$ cat config.mk
export PLATFORM = sky130hd
export DESIGN_NAME = keypad_event_scheduler
export DESIGN_NICKNAME = d
export VERILOG_FILES = /design/src/rtl/keypad_pkg.sv /design/src/rtl/keypad_event_fifo.sv /design/src/rtl/keypad_event_scheduler.sv
export SDC_FILE = /design/constraint.sdc
export NUM_CORES = 1
export LEC_CHECK = 0
export ABC_AREA = 1
export BUFFER_PORTS_ARGS = -buffer_cell sky130_fd_sc_hd__clkbuf_2
export CAP_MARGIN = 20
export CORE_ASPECT_RATIO = 1.4
export CORE_MARGIN = 3
export CORE_UTILIZATION = 60
export CTS_CLUSTER_DIAMETER = 60
export DETAILED_ROUTE_END_ITERATION = 12
export HOLD_SLACK_MARGIN = 0.1
export PLACE_DENSITY = 0.73
export SYNTH_ARGS = -nofsm -noshare
export SYNTH_HDL_FRONTEND = slang
export SYNTH_SLANG_ARGS = --single-unit
$ cat constraint.sdc
create_clock -name aclk -period 6.8 [get_ports aclk]
set_clock_uncertainty 0.05 [all_clocks]
set_input_delay 1.36 -clock aclk [delete_from_list [all_inputs] [get_ports aclk]]
set_output_delay 1.36 -clock aclk [all_outputs]
set_load 0.05 [all_outputs]
$ cat src/rtl/keypad_pkg.sv
// Shared constants and event layout for the keypad event scheduler.
// Key index is row*3+col; an event word is {is_repeat, is_release, code[3:0]}.
package keypad_pkg;

    localparam int NUM_KEYS   = 12;
    localparam int KEY_CODE_W = 4;
    localparam int EVENT_W    = 6;

    typedef struct packed {
        logic                  is_repeat;
        logic                  is_release;
        logic [KEY_CODE_W-1:0] code;
    } key_event_t;

    localparam logic [KEY_CODE_W-1:0] KEY_0  = 4'd0;   // row 0, col 0
    localparam logic [KEY_CODE_W-1:0] KEY_1  = 4'd1;
    localparam logic [KEY_CODE_W-1:0] KEY_2  = 4'd2;
    localparam logic [KEY_CODE_W-1:0] KEY_3  = 4'd3;   // row 1, col 0
    localparam logic [KEY_CODE_W-1:0] KEY_4  = 4'd4;
    localparam logic [KEY_CODE_W-1:0] KEY_5  = 4'd5;
    localparam logic [KEY_CODE_W-1:0] KEY_6  = 4'd6;   // row 2, col 0
    localparam logic [KEY_CODE_W-1:0] KEY_7  = 4'd7;
    localparam logic [KEY_CODE_W-1:0] KEY_8  = 4'd8;
    localparam logic [KEY_CODE_W-1:0] KEY_9  = 4'd9;   // row 3, col 0
    localparam logic [KEY_CODE_W-1:0] KEY_10 = 4'd10;
    localparam logic [KEY_CODE_W-1:0] KEY_11 = 4'd11;

    function automatic key_event_t make_event(input logic [KEY_CODE_W-1:0] code,
                                              input logic rel, input logic rpt);
        key_event_t ev;
        ev.is_repeat  = rpt;
        ev.is_release = rel;
        ev.code       = code;
        return ev;
    endfunction

endpackage

$ cat src/rtl/keypad_event_fifo.sv
// First-word-fall-through FIFO with registered full/empty flags.
// Pushes while full and pops while empty are ignored.
module keypad_event_fifo #(
    parameter int WIDTH = 6,
    parameter int DEPTH = 8
) (
    input  logic             clk,
    input  logic             rst_n,
    input  logic             push,
    input  logic [WIDTH-1:0] wr_data,
    input  logic             pop,
    output logic [WIDTH-1:0] rd_data,
    output logic             full,
    output logic             empty
);

    localparam int AW = $clog2(DEPTH);
    localparam logic [AW:0] FULL_CNT = (AW+1)'(DEPTH);

    logic [WIDTH-1:0] mem_r [DEPTH];
    logic [AW-1:0]    wr_ptr_r;
    logic [AW-1:0]    rd_ptr_r;
    logic [AW:0]      count_r;
    logic [AW:0]      count_nxt_s;
    logic             full_r;
    logic             empty_r;
    logic             do_push_s;
    logic             do_pop_s;

    assign do_push_s = push & ~full_r;
    assign do_pop_s  = pop & ~empty_r;
    assign rd_data   = mem_r[rd_ptr_r];
    assign full      = full_r;
    assign empty     = empty_r;

    // Next occupancy from the accepted push/pop pair
    always_comb begin
        count_nxt_s = count_r;
        case ({do_push_s, do_pop_s})
            2'b10:   count_nxt_s = count_r + (AW+1)'(1'b1);
            2'b01:   count_nxt_s = count_r - (AW+1)'(1'b1);
            default: count_nxt_s = count_r;
        endcase
    end

    // Pointers, occupancy and status flags
    always_ff @(posedge clk or negedge rst_n) begin
        if (!rst_n) begin
            wr_ptr_r <= '0;
            rd_ptr_r <= '0;
            count_r  <= '0;
            full_r   <= 1'b0;
            empty_r  <= 1'b1;
        end else begin
            if (do_push_s) wr_ptr_r <= wr_ptr_r + AW'(1'b1);
            if (do_pop_s)  rd_ptr_r <= rd_ptr_r + AW'(1'b1);
            count_r <= count_nxt_s;
            full_r  <= (count_nxt_s == FULL_CNT);
            empty_r <= (count_nxt_s == '0);
        end
    end

    // Storage; cleared so the head reads zero after reset
    always_ff @(posedge clk or negedge rst_n) begin
        if (!rst_n) begin
            for (int i = 0; i < DEPTH; i++) mem_r[i] <= '0;
        end else if (do_push_s) begin
            mem_r[wr_ptr_r] <= wr_data;
        end
    end

endmodule

$ cat src/rtl/keypad_event_scheduler.sv
// Turns held-key levels into a press/release event stream via round-robin arbitration and a FIFO.
// Optional auto-repeat of the last pressed key is enabled with `define KEYPAD_EVENT_AUTOREPEAT_EN.
module keypad_event_scheduler
    import keypad_pkg::*;
#(
    parameter int FIFO_DEPTH = 8
`ifdef KEYPAD_EVENT_AUTOREPEAT_EN
    ,
    parameter logic [23:0] REPEAT_DELAY  = 24'd5_000_000,
    parameter logic [23:0] REPEAT_PERIOD = 24'd1_000_000
`endif
) (
    input  logic                  aclk,
    input  logic                  aresetn,
    input  logic [NUM_KEYS-1:0]   i_key_save,
    output logic                  o_event_valid,
    input  logic                  i_event_ready,
    output logic [KEY_CODE_W-1:0] o_event_code,
    output logic                  o_event_release,
    output logic                  o_event_repeat,
    output logic                  o_overflow,
    input  logic                  i_overflow_clr
);

    logic [NUM_KEYS-1:0]   key_prev_r;
    logic [NUM_KEYS-1:0]   pend_press_r;
    logic [NUM_KEYS-1:0]   pend_rel_r;
    logic [KEY_CODE_W-1:0] rr_ptr_r;
    logic                  overflow_r;

    logic [NUM_KEYS-1:0]   rise_s, fall_s, req_s;
    logic [NUM_KEYS-1:0]   clr_press_s, clr_rel_s;
    logic [4:0]            idx_s;
    logic                  grant_valid_s, grant_s;
    logic [KEY_CODE_W-1:0] grant_idx_s;
    key_event_t            grant_evt_s, rep_evt_s, push_evt_s, head_s;
    logic                  rep_push_s, push_s;
    logic                  fifo_full_s, fifo_empty_s;
    logic                  ovf_evt_s;

    assign rise_s    = i_key_save & ~key_prev_r;
    assign fall_s    = ~i_key_save & key_prev_r;
    assign req_s     = pend_press_r | pend_rel_r;
    // A new edge on an already-pending flag of the same type collapses into it: one event is lost
    assign ovf_evt_s = |((rise_s & pend_press_r) | (fall_s & pend_rel_r));

    // Round-robin search for the first requester at or after the pointer
    always_comb begin
        grant_valid_s = 1'b0;
        grant_idx_s   = KEY_0;
        idx_s         = 5'd0;
        for (int i = 0; i < NUM_KEYS; i++) begin
            idx_s = {1'b0, rr_ptr_r} + 5'(i);
            if (idx_s >= 5'd12) begin
                idx_s = idx_s - 5'd12;
            end else begin
                idx_s = idx_s;
            end
            if (!grant_valid_s && req_s[idx_s[3:0]]) begin
                grant_valid_s = 1'b1;
                grant_idx_s   = idx_s[3:0];
            end else begin
                grant_valid_s = grant_valid_s;
            end
        end
    end

    // Grant qualification, flag clears and the granted event (press before release)
    always_comb begin
        clr_press_s = 12'h000;
        clr_rel_s   = 12'h000;
        grant_s     = grant_valid_s & ~fifo_full_s;
        grant_evt_s = make_event(grant_idx_s, ~pend_press_r[grant_idx_s], 1'b0);
        if (grant_s) begin
            if (pend_press_r[grant_idx_s]) begin
                clr_press_s[grant_idx_s] = 1'b1;
            end else begin
                clr_rel_s[grant_idx_s] = 1'b1;
            end
        end else begin
            clr_press_s = 12'h000;
        end
    end

    // FIFO write source: key events first, repeat only when no key requests
    always_comb begin
        push_s = grant_s | rep_push_s;
        if (grant_s) begin
            push_evt_s = grant_evt_s;
        end else begin
            push_evt_s = rep_evt_s;
        end
    end

    // Edge history, pending flags, arbitration pointer and sticky overflow
    always_ff @(posedge aclk or negedge aresetn) begin
        if (!aresetn) begin
            key_prev_r   <= 12'h000;
            pend_press_r <= 12'h000;
            pend_rel_r   <= 12'h000;
            rr_ptr_r     <= KEY_0;
            overflow_r   <= 1'b0;
        end else begin
            key_prev_r   <= i_key_save;
            pend_press_r <= (pend_press_r & ~clr_press_s) | rise_s;
            pend_rel_r   <= (pend_rel_r & ~clr_rel_s) | fall_s;
            if (grant_s) begin
                rr_ptr_r <= (grant_idx_s == KEY_11) ? KEY_0 : grant_idx_s + 4'd1;
            end
            if (ovf_evt_s) begin
                overflow_r <= 1'b1;
            end else if (i_overflow_clr) begin
                overflow_r <= 1'b0;
            end
        end
    end

`ifdef KEYPAD_EVENT_AUTOREPEAT_EN
    logic [KEY_CODE_W-1:0] rep_key_r, rise_low_s;
    logic [23:0]           rep_cnt_r, rep_limit_s;
    logic                  rep_active_r, rep_first_r, rep_req_r, rep_drop_s;

    assign rep_push_s  = rep_req_r & ~grant_valid_s & ~fifo_full_s;
    assign rep_drop_s  = rep_req_r & fifo_full_s;
    assign rep_evt_s   = make_event(rep_key_r, 1'b0, 1'b1);
    assign rep_limit_s = rep_first_r ? (REPEAT_DELAY - 24'd1) : (REPEAT_PERIOD - 24'd1);

    // Lowest rising index (descending scan so the lowest overwrites last)
    always_comb begin
        rise_low_s = KEY_0;
        for (int i = NUM_KEYS - 1; i >= 0; i--) begin
            if (rise_s[i]) begin
                rise_low_s = 4'(i);
            end else begin
                rise_low_s = rise_low_s;
            end
        end
    end

    // Hold timer for the most recently pressed key
    always_ff @(posedge aclk or negedge aresetn) begin
        if (!aresetn) begin
            rep_key_r    <= KEY_0;
            rep_cnt_r    <= 24'd0;
            rep_active_r <= 1'b0;
            rep_first_r  <= 1'b1;
            rep_req_r    <= 1'b0;
        end else if (|rise_s) begin
            rep_key_r    <= rise_low_s;
            rep_cnt_r    <= 24'd0;
            rep_active_r <= 1'b1;
            rep_first_r  <= 1'b1;
            rep_req_r    <= 1'b0;
        end else if (rep_active_r && fall_s[rep_key_r]) begin
            rep_cnt_r    <= 24'd0;
            rep_active_r <= 1'b0;
            rep_req_r    <= 1'b0;
        end else begin
            if (rep_push_s || rep_drop_s) rep_req_r <= 1'b0;
            if (rep_active_r) begin
                if (rep_cnt_r == rep_limit_s) begin
                    rep_req_r   <= 1'b1;
                    rep_cnt_r   <= 24'd0;
                    rep_first_r <= 1'b0;
                end else begin
                    rep_cnt_r <= rep_cnt_r + 24'd1;
                end
            end
        end
    end
`else
    assign rep_push_s = 1'b0;
    assign rep_evt_s  = make_event(KEY_0, 1'b0, 1'b0);
`endif

    keypad_event_fifo #(
        .WIDTH (EVENT_W),
        .DEPTH (FIFO_DEPTH)
    ) u_fifo (
        .clk     (aclk),
        .rst_n   (aresetn),
        .push    (push_s),
        .wr_data (push_evt_s),
        .pop     (i_event_ready),
        .rd_data (head_s),
        .full    (fifo_full_s),
        .empty   (fifo_empty_s)
    );

    assign o_event_valid   = ~fifo_empty_s;
    assign o_event_code    = head_s.code;
    assign o_event_release = head_s.is_release;
    assign o_event_repeat  = head_s.is_repeat;
    assign o_overflow      = overflow_r;

endmodule

# Yosys cells after proc, flatten, opt, wreduce, memory -nomap -nowiden
# Cells that the tools add are included.
# op_classes
n_reduce_logical	27
n_mux	79
n_eq_ne	4
bitwise_logic	22
n_lt_le_gt_ge	29
n_addsub	28
# op_table
cell	count
$mux 4	25
$and 12x12->12	6
$lt 4x5->1 const B	13
$ge 5x4->1 const B	11
$bmux 1 s4	13
$bwmux 48	1
$mux 12	4
$not 12->12	4
$or 12x12->12	4
$sub 4x4->4 const B	12
$mux 1	28
$add 4x3->5 const B	4
$add 4x4->5 const B	4
$bmux 6 s3	1
$demux 6 s3	1
$mux 6	3
$logic_and 1x1->1	13
$ge 4x4->1 const B	3
$reduce_or 12->1	1
$logic_not 1->1	11
$add 4x2->5 const B	2
$add 4x1->4 const B	2
$eq 4x4->1 const B	2
$not 3->4	2
other kinds (14)	19
# word_totals
inputBits	16
output_inout_bits	8
word_cells	207
register_bits	101

# Depth between registers and ports, before layout
# logic_depth
ltp_word	47
depth_mapped	37
ltp_nobuf	35

# Modules after synthesis
# Synthesis repeated with hierarchy kept, for this count alone.
# hier_totals
cells_unflattened	1042
hier_area_um2	7362.1
# by_module_without_submodules
mod	cells_each	area_per_inst_um2	seq_area_each_um2	n_inst
keypad_event_scheduler	709	4465.5	1026.0	1
keypad_event_fifo	333	2896.5	1502.7	1

# Worst setup path before layout
# Ideal clock, no wire load.
# synth_path
path_type	register to register
startpoint	reg rr_ptr_r[0]
endpoint	reg u_fifo.empty_r (netlist: u_fifo.empty)
setup_time_ns	0.067
n_path_buf	3
stages_incl_launch_ff	28
setup_slack_ns	2.533
arrival_ns	4.149
synth_period_minus_slack_ns	4.267
required_time_ns	6.683
path_cell_list	dfrtp_1 -> buf_6 -> inv_6 -> buf_12 -> buf_12 -> ha_1 -> inv_1 -> nand2_1 -> nand2_2 -> ha_1 -> nand2_1 -> inv_1 -> nor2_1 -> nand3_1 -> nand2_1 -> nand2_1 -> nand3_1 -> nand4_4 -> nor2_4 -> nand4_4 -> nor2_4 -> nand3_1 -> nand2_1 -> ha_1 -> fa_1 -> mux2_2 -> or3_1 -> nor2_1
# synth_between
elab_chain_len	43
elab_cells_between_ends	111
cone_classes	add/sub: 23; order compare: 12; eq/ne: 2; mux: 49; bitwise: 2; reduce/logical: 23
# synth_rtl
element	line_no	rtl
start, declared	keypad_event_scheduler.sv:28	logic [KEY_CODE_W-1:0] rr_ptr_r;
start signal, assigned	keypad_event_scheduler.sv:108	rr_ptr_r <= (grant_idx_s == KEY_11) ? KEY_0 : grant_idx_s + 4'd1;
parallel branches: the longest is 37 deep, another holds $add 4x1->5	n/a	
$mux 1 *	keypad_event_scheduler.sv:59	if (!grant_valid_s && req_s[idx_s[3:0]]) begin
$and 1x1->1 *	keypad_event_scheduler.sv:72	grant_s = grant_valid_s & ~fifo_full_s;
$and 1x1->1 *	keypad_event_fifo.sv:30	assign do_push_s = push & ~full_r;
$eq 2x1->1 or $eq 2x2->1 (tied branches)	keypad_event_fifo.sv:39	case ({do_push_s, do_pop_s})
$pmux 4 s2 *	keypad_event_fifo.sv:39	
net u_fifo.count_nxt_s[1]	keypad_event_fifo.sv:24	logic [AW:0] count_nxt_s;
$logic_not 4->1 *	keypad_event_fifo.sv:59	empty_r <= (count_nxt_s == '0);
end signal, assigned	keypad_event_fifo.sv:59	
end, declared	keypad_event_fifo.sv:26	logic empty_r;
# Mark *: on every way through the listed nets, which the timed path passes. The select of a mux whose other input is x is not followed.
# A chain may end at the register's enable or synchronous reset.

# Worst setup path after layout
# layout_path
startpoint	reg rr_ptr_r[1]
endpoint	reg pend_press_r[3]
# layout_between
elab_chain_len	47
elab_cells_between_ends	130
cone_classes	add/sub: 23; order compare: 14; mux: 66; bitwise: 4; reduce/logical: 23
# layout_rtl
element	line_no	rtl
parallel branches: the longest is 43 deep, another holds $add 4x1->5	n/a	
$mux 12 *	keypad_event_scheduler.sv:74	if (grant_s) begin
$not 12->12 *	keypad_event_scheduler.sv:105	pend_press_r <= (pend_press_r & ~clr_press_s) | rise_s;
$and 12x12->12 *	keypad_event_scheduler.sv:105	
$or 12x12->12 *	keypad_event_scheduler.sv:105	
end signal, assigned	keypad_event_scheduler.sv:105	
end, declared	keypad_event_scheduler.sv:26	logic [NUM_KEYS-1:0] pend_press_r;
# Mark *: on every way between the ends. The select of a mux whose other input is x is not followed.

==> results.yml <==
status:
  status: "finished, final reports clean"
critical_path:
  cp.required_ns: 6.98
  worstPathBufferInverterCount: 5
  start_kind: "flip-flop"
  crit_top_cell: "nand2_1"
  cpLargestDelayFamily: "simple AND/OR/NAND/NOR gates"
  critical_path_class: "flip-flop to flip-flop"
  cp.arrival_ns: 5.30
  worstSetupEndpointType: "flip-flop"
  cp_slowest_cell: "dfrtp_1"
  max_stage_delay_ns: 0.51
  cp_max_fo: 13
timing:
  timing.final.crit_share_pct: 75.4
  final.min_clock_period_ns: 5.12
  finalMaxSlewViolations: 0
  finalSetupViolations: 0
  slew-limit-headroom_pct: 45.5
  tightest_slew_ns: 0.817
  setup_tns_ns: 0
  rsz0062_at_grt: "no"
  hold_viol: 0
  max_clock_freq_mhz: 195
floorplan:
  core_area_sq_um: 11900
  placementRows: 47
  dieArea_sq_um: 13600
  io_pins: 24
  chipWidth_um: 99.5
  die_h_um: 137
  start_util_pct: 61.9
finish:
  drive_above_1_share_pct: 12.9
  diodes: 0
  area.growth.synth_to_final_pct: 5.19
  finish.net_count: 1122
  multiInputGateArea_sq_um: 4140
  layout.area.seq_sq_um: 2330
  fill_cells: 1122
cts:
  cts_setup_buffers: 0
  cts_resized: 0
  clk_pin_slew_ns: 0.07
  hold_buffers: 0
  cts-root-buf: "clkbuf_16"
  cts_tree: "built"
  cts_made_buffers: 9
  clock_sinks: 93
  insertion_delay_ns: 0.34
  htreeDepth: 3
  cts_max_path_buffers: 2
global_route:
  grt_max_degree: 67
  grt_pass1_vias: 6719
  gr-total-overflow: 0
  track_usage_pct: 31.7
  grt_pass1_wl_mm: 33.5
  antenna_found_initial: 0
synth:
  syn_avg_cell_area_sq_um: 6.92
  synth_warnings: 0
  synth_cell_type_count: 56
  yosysTopAreaCell: "dfrtp_1"
  synthCells: 1062
  ys_seq_elements: 93
  synth_nets: 1111
  yosysSeqAreaShare_pct: 31.7
  synth.top_cell.area_share_pct: 31.3
  syn_area_sq_um: 7350
  synth_area_leaders: "dfrtp_1, nand2_1, inv_1"
placed_design:
  gp_congestion: 1.01
  numPortBuffers: 22
  hpwl_mm: 16.3
hold_path:
  hold_class: "flip-flop to flip-flop"
drt:
  viasPerCell: 5.71
  routed_wl_mm: 20.9
  drtPass1Iterations: 5
  wire_per_inst_um: 17.1
  ant_nets: 0
  drt_iter0_drc: 479
  vias: 6991
  drcViolationCount: 0
job:
  max_cap_viol_count: 0
[placed cells by master, fill, tap and decap left out, types with 3 or more instances in the layout]
cell type	n
nor2_1	89
o211ai_1	4
buf_4	6
o22ai_1	10
nand3b_1	6
nand3_1	112
nor3_1	3
inv_2	8
dfrtp_1	92
nand2_1	293
nor2_4	8
a31oi_1	8
ha_1	32
o21ai_2	18
o21ai_1	12
a21oi_1	21
xor2_1	7
clkbuf_16	9
nand3_2	14
nand2_2	16
clkbuf_2	21
nand4_1	10
inv_1	152
o21ai_0	71
or2_2	11
[area by class of cell]
class                      instances  area share, %
multi-input combinational        777           53.6
tap                              147           2.38
clock inverter                     5          0.453
timing repair buffer              27           1.94
clock buffer                      11           3.27
sequential                        93           30.1
inverter                         165           8.24
[flip-flops by register name, indices dropped and copies added, names as in the netlist, 3 cells and up]
signal / count
u_fifo.wr_ptr_r: 3
key_prev_r: 12
rr_ptr_r: 4
u_fifo.mem_r: 40
u_fifo.count_r: 4
pend_press_r: 12
pend_rel_r: 12
u_fifo.rd_ptr_r: 3
[worst register-to-register path, delay by kind of cell, from the launching register on]
kind / cells / cell delay [ns]
AO/OA/AOI/OAI: 1 / 0.17
adder cells (fa/ha/maj): 2 / 0.51
buffers and inverters: 5 / 0.72
flip-flops: 1 / 0.51
AND/OR/NAND/NOR: 21 / 3.05
[final timing paths]
kind                       cells past startpoint             start                 to  slack [ns]
max in group asynchronous                      2           aresetn  u_fifo.count_r[0]        4.66
hold / removal                                 2  u_fifo.mem_r[27]   u_fifo.mem_r[27]        0.44
setup reg to reg                              29       rr_ptr_r[1]    pend_press_r[3]        1.68
min in group asynchronous                      1           aresetn    pend_press_r[8]        0.89
setup / recovery                              29       rr_ptr_r[1]    pend_press_r[3]        1.68
hold reg to reg                                2  u_fifo.mem_r[27]   u_fifo.mem_r[27]        0.44
[logic make-up after synthesis]
| group | synth area share, % |
|---|---|
| simple gates | 36.5 |
| mux | 0.306 |
| fa+ha+maj | 5.72 |
| compound gates | 12.3 |
| other cells | 0.0510 |
| xor+xnor | 1.52 |
| flops | 31.7 |
| buf+inv | 11.9 |
[per-stage QoR]
step           hold slack (ns)  util (%)  area [sq um]  cells  setup WS (ns)
4_1_cts                  0.433      65.1          7730   1225           1.72
2_1_floorplan            0.398         -          7350   1062           2.53
6_report                 0.436      65.1          7730   1225           1.68
5_1_grt                  0.452      65.1          7730   1225           1.12
3_3_place_gp             0.411      62.7          7440   1209           1.79
3_5_place_dp             0.418      62.7          7440   1209           1.72
[synth_stat cells, drive strengths merged]
cell type / number
nand2: 311
inv: 164
nand3: 127
o21ai: 101
nor2: 98
dfrtp: 92
ha: 32
a21oi: 23
buf: 19
nand4: 14
or2: 11
o22ai: 10
a31oi: 9
xor2: 9
clkbuf: 7
nand3b: 7
o211ai: 4
nor3: 3
and2: 2
mux2: 2
nor4: 2
o21a: 2
o21bai: 2
xnor2: 2
a21o: 1
a22oi: 1
clkinv: 1
conb: 1
dfstp: 1
dlygate4sd1: 1
fa: 1
o2111ai: 1
or3: 1
[per-layer routing]
metal / up-vias / wire [um] / global-route usage (%) / share of wire, %
li1: 3408 / - / - / -
met4: 0 / 1820 / 24.4 / 8.7
met3: 117 / 808 / 3.67 / 3.9
met2: 267 / 10900 / 57.7 / 52
met1: 3199 / 7420 / 32.6 / 35
met5: - / 0 / 0 / 0
Power is left out: the tool's default activity adds up to more than one toggle a clock period on the data nets, which glitch-free logic cannot reach.
